**config.mk**
```make
export PLATFORM = sky130hd
export DESIGN_NAME = cic_offset_rom_ctrl
export DESIGN_NICKNAME = d
export VERILOG_FILES = /design/src/rtl/cic_offset_ctrl_pkg.sv /design/src/rtl/cic_offset_sync_fifo.sv /design/src/rtl/cic_offset_rom_ctrl.sv
export SDC_FILE = /design/constraint.sdc
export NUM_CORES = 1
export LEC_CHECK = 0
export CORE_ASPECT_RATIO = 0.7
export CORE_MARGIN = 4
export CORE_UTILIZATION = 45
export DETAILED_ROUTE_END_ITERATION = 7
export SYNTH_ARGS = -nofsm -noshare
export SYNTH_HDL_FRONTEND = slang
export SYNTH_SLANG_ARGS = --single-unit
export TNS_END_PERCENT = 100
```
**constraint.sdc**
```tcl
create_clock -name clk -period 8.85 [get_ports clk]
set_input_delay 1.77 -clock clk [delete_from_list [all_inputs] [get_ports clk]]
set_output_delay 1.77 -clock clk [all_outputs]
set_load 0.005 [all_outputs]
```
**src/rtl/cic_offset_ctrl_pkg.sv**
```systemverilog
// rtl/cic_offset_ctrl_pkg.sv - shared constants, FSM encodings and FIFO entry layout for the CIC offset ROM controller
package cic_offset_ctrl_pkg;

    localparam int DEF_DW         = 16;
    localparam int DEF_CHAN_W     = 8;
    localparam int ROM_ADDR_W     = DEF_CHAN_W + 1;
    localparam int DEF_ROM_LAT    = 3;
    localparam int DEF_FIFO_DEPTH = 8;

    localparam logic [0:0] FRAME_START = 1'b0;
    localparam logic [0:0] IN_FRAME    = 1'b1;

    // Offset sits in the LSB so the ROM bit concatenates directly onto the sideband.
    typedef struct packed {
        logic                  last;
        logic [DEF_CHAN_W-1:0] chan;
        logic [DEF_DW-1:0]     data;
        logic                  offset;
    } fifo_entry_t;

endpackage

```
**src/rtl/cic_offset_sync_fifo.sv**
```systemverilog
// rtl/cic_offset_sync_fifo.sv - first-word-fall-through sync FIFO with occupancy count
module cic_offset_sync_fifo #(
    parameter int WIDTH = 26,
    parameter int DEPTH = 8
) (
    input  logic                       clk,
    input  logic                       rst_n,
    input  logic                       wr_en,
    input  logic [WIDTH-1:0]           wr_data,
    input  logic                       rd_en,
    output logic [WIDTH-1:0]           rd_data,
    output logic                       rd_valid,
    output logic [$clog2(DEPTH):0]     count
);

    localparam int AW = $clog2(DEPTH);

    logic [WIDTH-1:0] mem [DEPTH];
    logic [AW-1:0]    wr_ptr;
    logic [AW-1:0]    rd_ptr;
    logic             do_rd;

    assign rd_valid = (count != '0);
    assign rd_data  = mem[rd_ptr];
    assign do_rd    = rd_en && rd_valid;

    always_ff @(posedge clk or negedge rst_n) begin
        if (!rst_n) begin
            for (int i = 0; i < DEPTH; i++) begin
                mem[i] <= '0;
            end
            wr_ptr <= '0;
            rd_ptr <= '0;
            count  <= '0;
        end else begin
            if (wr_en) begin
                mem[wr_ptr] <= wr_data;
                wr_ptr      <= wr_ptr + 1'b1;
            end
            if (do_rd) begin
                rd_ptr <= rd_ptr + 1'b1;
            end
            case ({wr_en, do_rd})
                2'b10:   count <= count + 1'b1;
                2'b01:   count <= count - 1'b1;
                default: count <= count;
            endcase
        end
    end

endmodule

```
**src/rtl/cic_offset_rom_ctrl.sv**
```systemverilog
// rtl/cic_offset_rom_ctrl.sv - sequences per-channel offset ROM lookups and re-aligns the offset bit with each sample
module cic_offset_rom_ctrl
    import cic_offset_ctrl_pkg::*;
#(
    parameter int DW         = DEF_DW,
    parameter int CHAN_W     = DEF_CHAN_W,
    parameter int ROM_LAT    = DEF_ROM_LAT,
    parameter int FIFO_DEPTH = DEF_FIFO_DEPTH
) (
    input  logic              clk,
    input  logic              rst_n,
    input  logic              s_valid,
    output logic              s_ready,
    input  logic [CHAN_W-1:0] s_chan,
    input  logic [DW-1:0]     s_data,
    input  logic              s_last,
    input  logic              bank_req,
    input  logic              bank_upd,
    output logic [CHAN_W:0]   rom_addr,
    input  logic              rom_doa,
    output logic              m_valid,
    input  logic              m_ready,
    output logic [DW-1:0]     m_data,
    output logic [CHAN_W-1:0] m_chan,
    output logic              m_offset,
    output logic              m_last,
    output logic              active_bank,
    output logic              bank_pending
);

    localparam int SBW = DW + CHAN_W + 1;
    localparam int EW  = SBW + 1;
    localparam int CW  = $clog2(FIFO_DEPTH) + 1;

    logic             rdy_en;
    logic             accept;
    logic [0:0]       state;
    logic             pending_val;
    logic             apply;
    logic [ROM_LAT:0] pv;
    logic [SBW-1:0]   psb [ROM_LAT+1];
    logic [CW-1:0]    fifo_count;
    logic [CW-1:0]    in_flight;
    logic [CW-1:0]    credits;
    logic [EW-1:0]    fifo_rd;

    // Credits are derived from what is actually held, so they cannot drift from the pipe and FIFO.
    always_comb begin
        in_flight = '0;
        for (int i = 0; i <= ROM_LAT; i++) begin
            in_flight = in_flight + {{(CW-1){1'b0}}, pv[i]};
        end
    end

    assign credits = CW'(FIFO_DEPTH) - in_flight - fifo_count;
    assign s_ready = rdy_en && (credits != '0);
    assign accept  = s_valid && s_ready;
    assign apply   = bank_pending &&
                     (((state == FRAME_START) && !accept) || (accept && s_last));

    always_ff @(posedge clk or negedge rst_n) begin
        if (!rst_n) begin
            rdy_en   <= 1'b0;
            rom_addr <= '0;
            pv       <= '0;
            for (int i = 0; i <= ROM_LAT; i++) begin
                psb[i] <= '0;
            end
        end else begin
            rdy_en <= 1'b1;
            if (accept) begin
                rom_addr <= {active_bank, s_chan};
            end
            // Stage 0 lines up with rom_addr; the last stage lines up with rom_doa.
            pv     <= {pv[ROM_LAT-1:0], accept};
            psb[0] <= {s_last, s_chan, s_data};
            for (int i = 1; i <= ROM_LAT; i++) begin
                psb[i] <= psb[i-1];
            end
        end
    end

    always_ff @(posedge clk or negedge rst_n) begin
        if (!rst_n) begin
            state        <= FRAME_START;
            active_bank  <= 1'b0;
            pending_val  <= 1'b0;
            bank_pending <= 1'b0;
        end else begin
            if (accept) begin
                state <= s_last ? FRAME_START : IN_FRAME;
            end
            if (apply) begin
                active_bank  <= pending_val;
                bank_pending <= 1'b0;
            end
            // A fresh request wins over the clear, so it stays pending for the next boundary.
            if (bank_upd) begin
                pending_val  <= bank_req;
                bank_pending <= 1'b1;
            end
        end
    end

    cic_offset_sync_fifo #(
        .WIDTH (EW),
        .DEPTH (FIFO_DEPTH)
    ) u_fifo (
        .clk      (clk),
        .rst_n    (rst_n),
        .wr_en    (pv[ROM_LAT]),
        .wr_data  ({psb[ROM_LAT], rom_doa}),
        .rd_en    (m_ready),
        .rd_data  (fifo_rd),
        .rd_valid (m_valid),
        .count    (fifo_count)
    );

    assign {m_last, m_chan, m_data, m_offset} = fifo_rd;

endmodule

```
==> metrics.md <==
| Metric | Value |
|---|---|
| Root buf cell | `clkbuf_16` |
| Post-CTS Hold Buffers | `0` |
| Die Wd | `212 um` |
| Flop-to-flop setup slack | `5.08 ns` |
| Syn avg cell area | `17.8 um^2` |
| Largest cells by area after synthesis | `dfrtp_1, mux2_2, mux4_2` |
| Via count | `6464` |
| Pins Over Slew Limit | `0` |
| Placed cell count | `1152` |
| Die height | `151 um` |
| Fillcell total | `2226` |
| Pwr Density | `375 nW/um^2` |
| Worst Path Required | `7.08 ns` |
| FF-to-FF path depth | `10` |
| Num rows | `51` |
| Max FO, Critical Path | `10` |
| Total power | `5.74 mW` |
| Final WL | `25300 um` |
| Synth Net Count | `779` |
| Worst-Margin Slew | `1.20 ns` |
| Outcome | `complete, no violations` |
| 1st-pass router iterations | `4` |
| CTS tree | `built` |
| H-tree level count | `2` |
| CP arrival | `3.72 ns` |
| DR vias/cell | `5.35` |
| Register bit total from synthesis | `336` |
| Setup TNS after final layout | `0 ns` |
| ANT cells | `0` |
| Number of nets with antenna violations after routing | `0` |
| # DRC | `0` |
| Final Non-Filler Cells | `1208` |
| Die area | `32000 um^2` |
| Cell taking the most area after synthesis | `dfrtp_1` |
| I/O pins | `71` |
| Port Buf Inserts | `70` |
| Syn. warnings | `0` |
| Critical R2R Launch | `pv[3]` |
| Clock sinks | `336` |
| Syn Inst Count | `734` |
| Fmax | `0.182 GHz` |
| Peak supply drop | `0.177 mV` |
| Skew final | `0.0150 ns` |
| RSZ-0062 raised after global routing | `false` |
| Hold Crit Start | `psb[29]` |
| Final setup fails | `0` |
| Share of the clock period used by the worst path | `62.0%` |
| Final GP Congestion | `0.712` |
| Total core area | `28300 um^2` |
| GRT Residual Overflow | `0` |
| Synth Flop Type | `dfrtp_1` |
| Slew headroom | `19.4%` |
| Layout Area Growth over Synthesis | `16.8%` |
| Layout Utilization | `54.1%` |
| Number of max-cap violations | `0` |
| Post-DP HPWL | `14700 um` |
| CP endpoint kind | `output pin` |
| Hold Fails Final Rpt | `0` |
| Clock Latency Late Sink | `0.51 ns` |
| Worst Hold Class | `flip-flop to flip-flop` |
| Hold Slack | `0.346 ns` |
| Wire length per cell | `21.0 um` |
| Synth Cell Area | `13100 um^2` |
| Number of global-route vias before repair | `7381` |
| Worst-case clock buffer depth | `3` |
| Post-synth EDFFs | `0` |
| Hold worst-path end | `psb[4]` |
| Leakage power | `6.70 nW` |
| Ys async rst share | `100%` |
| CP startpoint kind | `flip-flop` |
| Share of cells above drive strength 1 | `44.0%` |
| Largest net degree at the start of global routing | `172` |
| Hold Crit Depth | `0` |
| Initial antenna violation count | `0` |
| Tot GR Track Use | `16.6%` |
| Gates resized, CTS repair | `0` |
| Critical path class | `flip-flop to output pin` |
| Cts bufs inserted | `35` |
| Clock-pin slew on the worst setup and hold paths | `0.06 ns` |
| First-pass GRT wire length | `41200 um` |
| RR Endpoint | `active_bank` |
| Netlist cell types | `32` |
| Nets | `863` |
| Starting density of the core | `46.3%` |
| Final worst path period need | `5.49 ns` |
| Top cell type's share of synthesized area | `64.2%` |
| Detailed router's first-iteration violation count | `267` |
| Post-CTS Repair Setup Buffers | `0` |
| Sequential share of the synthesized area | `64.2%` |
final cells by class:
cell class / instances / area, um^2 / area share, %
Timing Repair Buffer: 84 / 823 / 5.38
Sequential cell: 336 / 8410 / 55.0
Multi-Input combinational cell: 350 / 4500 / 29.4
Tap cell: 371 / 464 / 3.03
Inverter: 11 / 41.3 / 0.270
Clock inverter: 8 / 100 / 0.654
Clock buffer: 48 / 965 / 6.30
metal layers:
metal,GRT usage [%],vias to the layer above,routed length (um)
met3,3.60,39,905
met4,4.41,0,461
met2,26.7,84,12200
li1,-,2832,-
met5,0,-,0
met1,23.1,3509,11700
worst max-delay path by stage:
stage	start	endpoint	slack (ns)	cells past startpoint
6_report	pv[3]	s_ready	3.36	9
3_3_place_gp	pv[3]	s_ready	3.96	8
2_1_floorplan	pv[3]	s_ready	4.53	8
4_1_cts	pv[3]	s_ready	3.31	9
3_5_place_dp	pv[3]	s_ready	3.91	9
5_1_grt	pv[3]	s_ready	3.18	9
kinds of logic (layout without fill, tap and decap cells):
group                    Yosys count  count (layout)  share of synthesized area (%)
XOR/XNOR                           9               9                          0.707
buffers and inverters             48             151                           1.67
AO/OA/AOI/OAI                      4               4                          0.191
adder cells (fa/ha/maj)           13              13                           1.47
flip-flops                       336             336                           64.2
other                              1               1                         0.0286
AND/OR/NAND/NOR                   21              21                           1.10
multiplexers                     302             302                           30.7
Yosys cell counts, types with 2 or more instances:
cell type / count
fa_1: 4
clkbuf_1: 22
ha_1: 9
buf_2: 12
a21o_1: 2
nor3b_2: 2
xnor2_1: 5
nand4b_1: 3
mux2i_1: 3
mux2_4: 9
mux4_2: 52
inv_1: 11
nand2_1: 7
dfrtp_1: 336
mux2_2: 237
nor3_2: 2
xor2_1: 3
sequential cells by signal, summed over array words and instances (netlist names):
signal	flops
rom_addr	9
pending_val	1
u_fifo.rd_ptr	3
active_bank	1
rdy_en	1
psb	100
bank_pending	1
u_fifo.count	4
u_fifo.mem	208
u_fifo.wr_ptr	3
state	1
pv	4
where the power goes:
group	leakage, nW	internal, mW	total (mW)	switching (mW)
clock	0.525	0.819	1.39	0.570
combinational	2.09	1.27	1.98	0.705
sequential	4.08	2.07	2.37	0.306
critical path, cell delays in order, from the launching register on:
cell and delay (ns):
dfrtp_1 0.53, inv_1 0.13, fa_1 0.48, ha_1 0.22, fa_1 0.41, ha_1 0.20, xnor3_1 0.17, or4_1 0.41
and2_2 0.21, clkdlybuf4s50_1 0.44
metrics by stage:
stage | area, um^2 | setup WS, ns
finish | 15300 | 3.36
global route | 15300 | 3.18
CTS | 15300 | 3.31
detailed placement | 14200 | 3.91
global placement | 14200 | 3.96
floorplan | 13100 | 4.53
layout by cell type, fill, tap and decap left out, types with 2 or more instances in the layout:
master	n
buf_4	13
dfrtp_1	334
nand2_1	7
a21o_1	2
nor3b_4	2
mux2_4	9
mux4_2	52
clkbuf_8	4
nor3_4	2
clkbuf_16	35
mux2i_1	3
nand4b_1	3
ha_1	9
fa_1	4
inv_1	11
bufinv_16	2
clkbuf_1	9
clkdlybuf4s50_1	69
xnor2_1	5
clkinv_2	4
xor2_1	3
mux2_2	237
(Power assumes the default switching activity.)
